==> src/rtl/uart_pkg.sv <==
// Shared UART definitions: transmitter state encoding and the default baud divider.
package uart_pkg;

  localparam int unsigned UART_DEFAULT_CLKS_PER_BIT = 417;
  localparam int unsigned UART_STATE_W              = 3;

  typedef enum logic [UART_STATE_W-1:0] {
    IDLE   = 3'd0,
    START  = 3'd1,
    DATA   = 3'd2,
    PARITY = 3'd3,
    STOP   = 3'd4
  } uart_tx_state_t;

endpackage

==> src/rtl/uart_tx_stream_if.sv <==
// Valid/ready byte-stream handshake between a producer and the UART transmitter.
interface uart_tx_stream_if #(
  parameter int unsigned DATA_BITS = 8
);

  logic [DATA_BITS-1:0] tx_data;
  logic                 tx_valid;
  logic                 tx_ready;

  modport master (output tx_data, output tx_valid, input  tx_ready);
  modport slave  (input  tx_data, input  tx_valid, output tx_ready);

endinterface

==> src/rtl/uart_baud_tick.sv <==
// Bit-period counter: counts 0..CLKS_PER_BIT-1 and flags the last cycle of each bit.
// Shared between the UART transmitter and receiver.
module uart_baud_tick #(
  parameter  int unsigned CLKS_PER_BIT = 417,
  localparam int unsigned CNT_W        = $clog2(CLKS_PER_BIT)
) (
  input  logic             clk,
  input  logic             reset_n,
  input  logic             clear,
  output logic [CNT_W-1:0] count,
  output logic             tick_c
);

  assign tick_c = (count == CNT_W'(CLKS_PER_BIT - 1));

  // Wrap on each bit boundary; clear holds the counter at zero between frames.
  always_ff @(posedge clk or negedge reset_n) begin
    if (!reset_n) begin
      count <= '0;
    end else if (clear || tick_c) begin
      count <= '0;
    end else begin
      count <= count + CNT_W'(1);
    end
  end

endmodule

==> src/rtl/uart_tx_stream.sv <==
// UART transmitter fed by a valid/ready stream; frames are start + data (LSB first)
// + optional parity + stop bits. Parity is built in when UART_TX_PARITY_EN is defined.
module uart_tx_stream
  import uart_pkg::*;
#(
  parameter int unsigned CLKS_PER_BIT = UART_DEFAULT_CLKS_PER_BIT,
  parameter int unsigned DATA_BITS    = 8,
  parameter int unsigned STOP_BITS    = 1,
  parameter int unsigned PARITY_ODD   = 0
) (
  input  logic               clk,
  input  logic               reset_n,
  uart_tx_stream_if.slave    s_if,
  output logic               tx,
  output logic               busy
);

  localparam int unsigned CNT_W = $clog2(CLKS_PER_BIT);
  localparam int unsigned BIT_W = $clog2(DATA_BITS + 1);

  localparam logic [UART_STATE_W-1:0] ST_IDLE   = UART_STATE_W'(IDLE);
  localparam logic [UART_STATE_W-1:0] ST_START  = UART_STATE_W'(START);
  localparam logic [UART_STATE_W-1:0] ST_DATA   = UART_STATE_W'(DATA);
  localparam logic [UART_STATE_W-1:0] ST_STOP   = UART_STATE_W'(STOP);
`ifdef UART_TX_PARITY_EN
  localparam logic [UART_STATE_W-1:0] ST_PARITY = UART_STATE_W'(PARITY);
`endif

  // Reject parameter sets outside the supported frame formats at elaboration.
  if (CLKS_PER_BIT < 2 || DATA_BITS < 5 || DATA_BITS > 9 ||
      (STOP_BITS != 1 && STOP_BITS != 2) || PARITY_ODD > 1) begin : g_bad_params
    $error("uart_tx_stream: unsupported parameter combination");
  end

  logic [UART_STATE_W-1:0] state_q, state_d;
  logic [DATA_BITS-1:0]    shift_q, shift_d;
  logic [BIT_W-1:0]        bit_q, bit_d;
  logic                    ready_q, ready_d;
  logic                    tx_d, busy_d;
  logic                    accept_c;
  logic                    baud_clear_c;
  logic [CNT_W-1:0]        baud_cnt;
  logic                    tick_c;
`ifdef UART_TX_PARITY_EN
  logic                    par_q, par_d;
`endif

  assign s_if.tx_ready = ready_q;
  assign baud_clear_c  = (state_q == ST_IDLE);

  uart_baud_tick #(
    .CLKS_PER_BIT (CLKS_PER_BIT)
  ) u_baud (
    .clk     (clk),
    .reset_n (reset_n),
    .clear   (baud_clear_c),
    .count   (baud_cnt),
    .tick_c  (tick_c)
  );

  // Next-state, datapath and registered-output decode.
  always_comb begin
    state_d  = state_q;
    shift_d  = shift_q;
    bit_d    = bit_q;
    tx_d     = 1'b1;
    busy_d   = 1'b0;
    ready_d  = 1'b0;
`ifdef UART_TX_PARITY_EN
    par_d    = par_q;
`endif
    accept_c = s_if.tx_valid & ready_q;

    case (state_q)
      ST_IDLE: begin
        state_d = ST_IDLE;
      end
      ST_START: begin
        if (tick_c) begin
          state_d = ST_DATA;
        end
      end
      ST_DATA: begin
        if (tick_c) begin
          shift_d = shift_q >> 1;
          if (bit_q == BIT_W'(DATA_BITS - 1)) begin
            bit_d = '0;
`ifdef UART_TX_PARITY_EN
            state_d = ST_PARITY;
`else
            state_d = ST_STOP;
`endif
          end else begin
            bit_d = bit_q + BIT_W'(1);
          end
        end
      end
`ifdef UART_TX_PARITY_EN
      ST_PARITY: begin
        if (tick_c) begin
          state_d = ST_STOP;
        end
      end
`endif
      ST_STOP: begin
        if (tick_c) begin
          if (bit_q == BIT_W'(STOP_BITS - 1)) begin
            bit_d   = '0;
            state_d = ST_IDLE;
          end else begin
            bit_d = bit_q + BIT_W'(1);
          end
        end
      end
      default: begin
        state_d = ST_IDLE;
        bit_d   = '0;
      end
    endcase

    // ready is only ever high in IDLE or the final stop cycle, so an accept always starts a frame.
    if (accept_c) begin
      state_d = ST_START;
      shift_d = s_if.tx_data;
      bit_d   = '0;
`ifdef UART_TX_PARITY_EN
      par_d   = (^s_if.tx_data) ^ 1'(PARITY_ODD);
`endif
    end

    case (state_d)
      ST_START:  tx_d = 1'b0;
      ST_DATA:   tx_d = shift_d[0];
`ifdef UART_TX_PARITY_EN
      ST_PARITY: tx_d = par_d;
`endif
      default:   tx_d = 1'b1;
    endcase

    busy_d  = (state_d != ST_IDLE);
    ready_d = (state_d == ST_IDLE) ||
              ((state_q == ST_STOP) && (bit_q == BIT_W'(STOP_BITS - 1)) &&
               (baud_cnt == CNT_W'(CLKS_PER_BIT - 2)));
  end

  always_ff @(posedge clk or negedge reset_n) begin
    if (!reset_n) begin
      state_q <= ST_IDLE;
      shift_q <= '0;
      bit_q   <= '0;
      tx      <= 1'b1;
      busy    <= 1'b0;
      ready_q <= 1'b1;
`ifdef UART_TX_PARITY_EN
      par_q   <= 1'b0;
`endif
    end else begin
      state_q <= state_d;
      shift_q <= shift_d;
      bit_q   <= bit_d;
      tx      <= tx_d;
      busy    <= busy_d;
      ready_q <= ready_d;
`ifdef UART_TX_PARITY_EN
      par_q   <= par_d;
`endif
    end
  end

endmodule

==> src/flat_wrapper.sv <==
// flat-port wrapper written by rule: the top's interface ports become plain ports
module uart_tx_stream_flat import uart_pkg::*;
#(
  parameter int unsigned CLKS_PER_BIT = UART_DEFAULT_CLKS_PER_BIT,
  parameter int unsigned DATA_BITS    = 8,
  parameter int unsigned STOP_BITS    = 1,
  parameter int unsigned PARITY_ODD   = 0
)
  (clk, reset_n, tx, busy, s_if_tx_data, s_if_tx_valid, s_if_tx_ready);
  uart_tx_stream_if #(.DATA_BITS(DATA_BITS)) s_if_i ();
  input  logic clk;
  input  logic reset_n;
  output logic tx;
  output logic busy;
  input wire logic [$bits(s_if_i.tx_data)-1:0] s_if_tx_data;
  input wire logic [$bits(s_if_i.tx_valid)-1:0] s_if_tx_valid;
  output wire logic [$bits(s_if_i.tx_ready)-1:0] s_if_tx_ready;
  assign s_if_i.tx_data = s_if_tx_data;
  assign s_if_i.tx_valid = s_if_tx_valid;
  assign s_if_tx_ready = s_if_i.tx_ready;
  uart_tx_stream #(.CLKS_PER_BIT(CLKS_PER_BIT), .DATA_BITS(DATA_BITS), .STOP_BITS(STOP_BITS), .PARITY_ODD(PARITY_ODD)) u_core (.clk(clk), .reset_n(reset_n), .s_if(s_if_i), .tx(tx), .busy(busy));
endmodule
==> config.mk <==
export PLATFORM = sky130hd
export DESIGN_NAME = uart_tx_stream_flat
export DESIGN_NICKNAME = d
export VERILOG_FILES = /design/src/rtl/uart_pkg.sv /design/src/rtl/uart_tx_stream_if.sv /design/src/rtl/uart_baud_tick.sv /design/src/rtl/uart_tx_stream.sv /design/src/flat_wrapper.sv
export SDC_FILE = /design/constraint.sdc
export NUM_CORES = 1
export LEC_CHECK = 0
export ABC_AREA = 1
export CAP_MARGIN = 10
export CORE_MARGIN = 2
export CORE_UTILIZATION = 40
export DETAILED_ROUTE_END_ITERATION = 8
export HOLD_SLACK_MARGIN = 0.08
export SLEW_MARGIN = 20
export SYNTH_ARGS = -nofsm -noshare
export SYNTH_HDL_FRONTEND = slang
export SYNTH_SLANG_ARGS = --single-unit
==> constraint.sdc <==
create_clock -name clk -period 1.7 [get_ports clk]
set_input_delay 0.17 -clock clk [delete_from_list [all_inputs] [get_ports clk]]
set_output_delay 0.17 -clock clk [all_outputs]
set_load 0.03 [all_outputs]
==> impl_metrics.ini <==
[power_and_ir_drop]
p_leak_nw = 0.863
p_per_area_nw_per_um2 = 982
power_mw = 1.74
peakVddDrop_mv = 0.511

[worst_setup_path]
cp_max_fo = 1
endpoint = tx
rrSetupSlack_ps = 250
arrival_ps = 1460
path_delay_family = buffers and inverters
cp-start-kind = flip-flop
worstReg2RegEnd = u_core.shift_q[3]$_DFFE_PN0P_
r2r_start = u_core.u_baud.count[0]$_DFF_PN0_
reg2reg_depth = 8
slowest_delay_ps = 650
crit_cells = 1
startpoint = u_core.tx$_DFF_PN1_
crit_slowest_cell = clkdlybuf4s50_1
crit_required_ps = 1530
crit_path_end_kind = output port
crit_type = flip-flop to output port
crit_chain = clkdlybuf4s50_1
cp_num_buf_inv = 1

[clock_network]
cts_max_level = 1
clk_path_buf_depth = 2
cts_setup_buffers = 0
cts_sinks = 27
path_clk_slew_ps = 100
hold_buffers = 0
cts_tree = yes
cts_made_buffers = 3
worstSkewPairLatency_ps = 270
root_buffer = clkbuf_8

[synthesis]
synth_edf_count = 0
yosysSeqAreaShare_pct = 43.9
synth_top_area_share_pct = 40.5
syn_area_um2 = 1550
ys_top_cells_by_count = nand2_1 (42), inv_1 (27), dfrtp_1 (25)
syn_avg_cell_area_um2 = 8.09
ys_ff_latch = 27
syn_nets = 206
yosys.area.top_type = dfrtp_1
async_reset_ff_share_pct = 100
ys_types = 30
synth_warnings = 0
synth_area_leaders = dfrtp_1 (40%), nand2_1 (10%), inv_1 (6.6%), nand3_1 (6.5%), nor2_1 (3.6%)
synth_ff_type = dfrtp_1
syn_inst = 191
synth_most_common_cell = nand2_1

[finish]
area_growth_pct = 14.8
nNetsFinal = 224
n_antenna_cell = 0
fin_util_pct = 48.1
fin_cells = 256
final_cell_area_um2 = 1770
final_layout_size_suffix_gt1_share_pct = 15.4

[grt]
grt_max_degree = 28
first_global_vias = 1182
grt.overflow.total = 0
antenna_found_initial = 0
track_usage_pct = 15.1
grt_pass1_wl_mm = 5.13

[hold_path]
holdCritPathClass = primary input to asynchronous set/reset pin

[flow_run]
max_cap_viol_count = 0

[routing]
drcViolationCount = 0
ant_nets = 0
drt_iter0_markers = 53
drt-vias-per-instance = 4.90
drtPass1Iterations = 4
via_count = 1255
wl_mm = 2.90
drt-wirelength-per-cell_um = 11.3

[sta]
slew_viol_final = 0
setup_ws_ps = 74.4
fin_tns_setup_ps = 0
layout_min_cycle_time_ps = 1630
setup_viol = 0
rsz0062_at_grt = no
relSlewSlack_pct = 77.6
holdWs_ps = 259
final.period_utilization_pct = 95.6
fmax_mhz = 615
tightest_slew_ps = 336
fin_skew_ps = 8.29
hold_viol = 0

[placement]
preCtsSetupSlack_ps = 239
hpwl_mm = 2.21
io_buffers = 13
place_congestion = 0.892
dpl.cell_count = 252
place_area_um2 = 1730

[floorplan]
fp-row-count = 22
boundaryPins = 14
core_region_area_um2 = 3690
die_y_um = 66.2
die_area_um2 = 4380
fp.dieW_um = 66.2
start_util_pct = 41.9

[status]
status = finished, final reports clean
==> layout by cell type (no fill, tap or decap), types with 6 or more instances in the layout <==
cell,netlist,routed
nand2_1,42,42
nand3_1,20,20
o21ai_0,6,6
nor2_1,15,15
dfrtp_1,25,25
clkdlybuf4s50_1,0,12
inv_1,27,27
a21oi_1,7,7
==> cell families (layout without fill, tap and decap cells) <==
logic type	after synthesis	in the layout	synth area share, %
flops	27	27	43.9
simple gates	100	100	31.5
xor+xnor	2	2	1.13
buf+inv	32	49	9.15
compound gates	26	26	11.1
fa+ha+maj	4	4	3.24
==> worst min path at each step <==
| stage | end | slack, ps | depth (start not counted) |
|---|---|---|---|
| 3_3_place_gp | u_core.u_baud.count[0]$_DFF_PN0_ | 470 | 1 |
| 2_1_floorplan | u_core.bit_q[0]$_DFFE_PN0P_ | -130 | 0 |
| 5_1_grt | u_core.u_baud.count[4]$_DFF_PN0_ | 290 | 2 |
| 6_report | u_core.state_q[1]$_DFF_PN0_ | 260 | 2 |
| 3_5_place_dp | u_core.u_baud.count[0]$_DFF_PN0_ | 480 | 1 |
| 4_1_cts | u_core.bit_q[3]$_DFFE_PN0P_ | 270 | 2 |
==> power breakdown <==
| group | internal [mW] | switching [mW] |
|---|---|---|
| clock | 0.164 | 0.200 |
| combinational | 0.208 | 0.269 |
| sequential | 0.800 | 0.101 |
| total | 1.17 | 0.571 |
==> flip-flops by register name, indices dropped and copies added, names as in the netlist <==
register,flops
u_core.bit_q,4
u_core.busy,1
u_core.s_if.tx_ready,1
u_core.shift_q,8
u_core.state_q,3
u_core.tx,1
u_core.u_baud.count,9
==> per-layer routing <==
layer	vias up	GRT usage [%]	wire length, µm
met5	-	0	0
met4	0	4.59	20
met3	2	2.56	92
met2	13	24.4	1390
met1	592	20.7	1390
li1	648	-	-
==> final cells by class <==
type                    instances  area, µm²
clock buffers                   3       41.3
clock inverters                 1       5.00
fillers                       382       1910
inverters                      29        109
multi-input cells             132        726
flip-flops and latches         27        678
well taps                      48       60.1
repair buffers                 16        155
==> what timing repair did <==
action / in CTS / in global routing
endpoints found under the hold margin: 0 / 0
gates resized for setup: 0 / 1
endpoints found under the setup margin: 0 / 1
(Power assumes the default switching activity.)
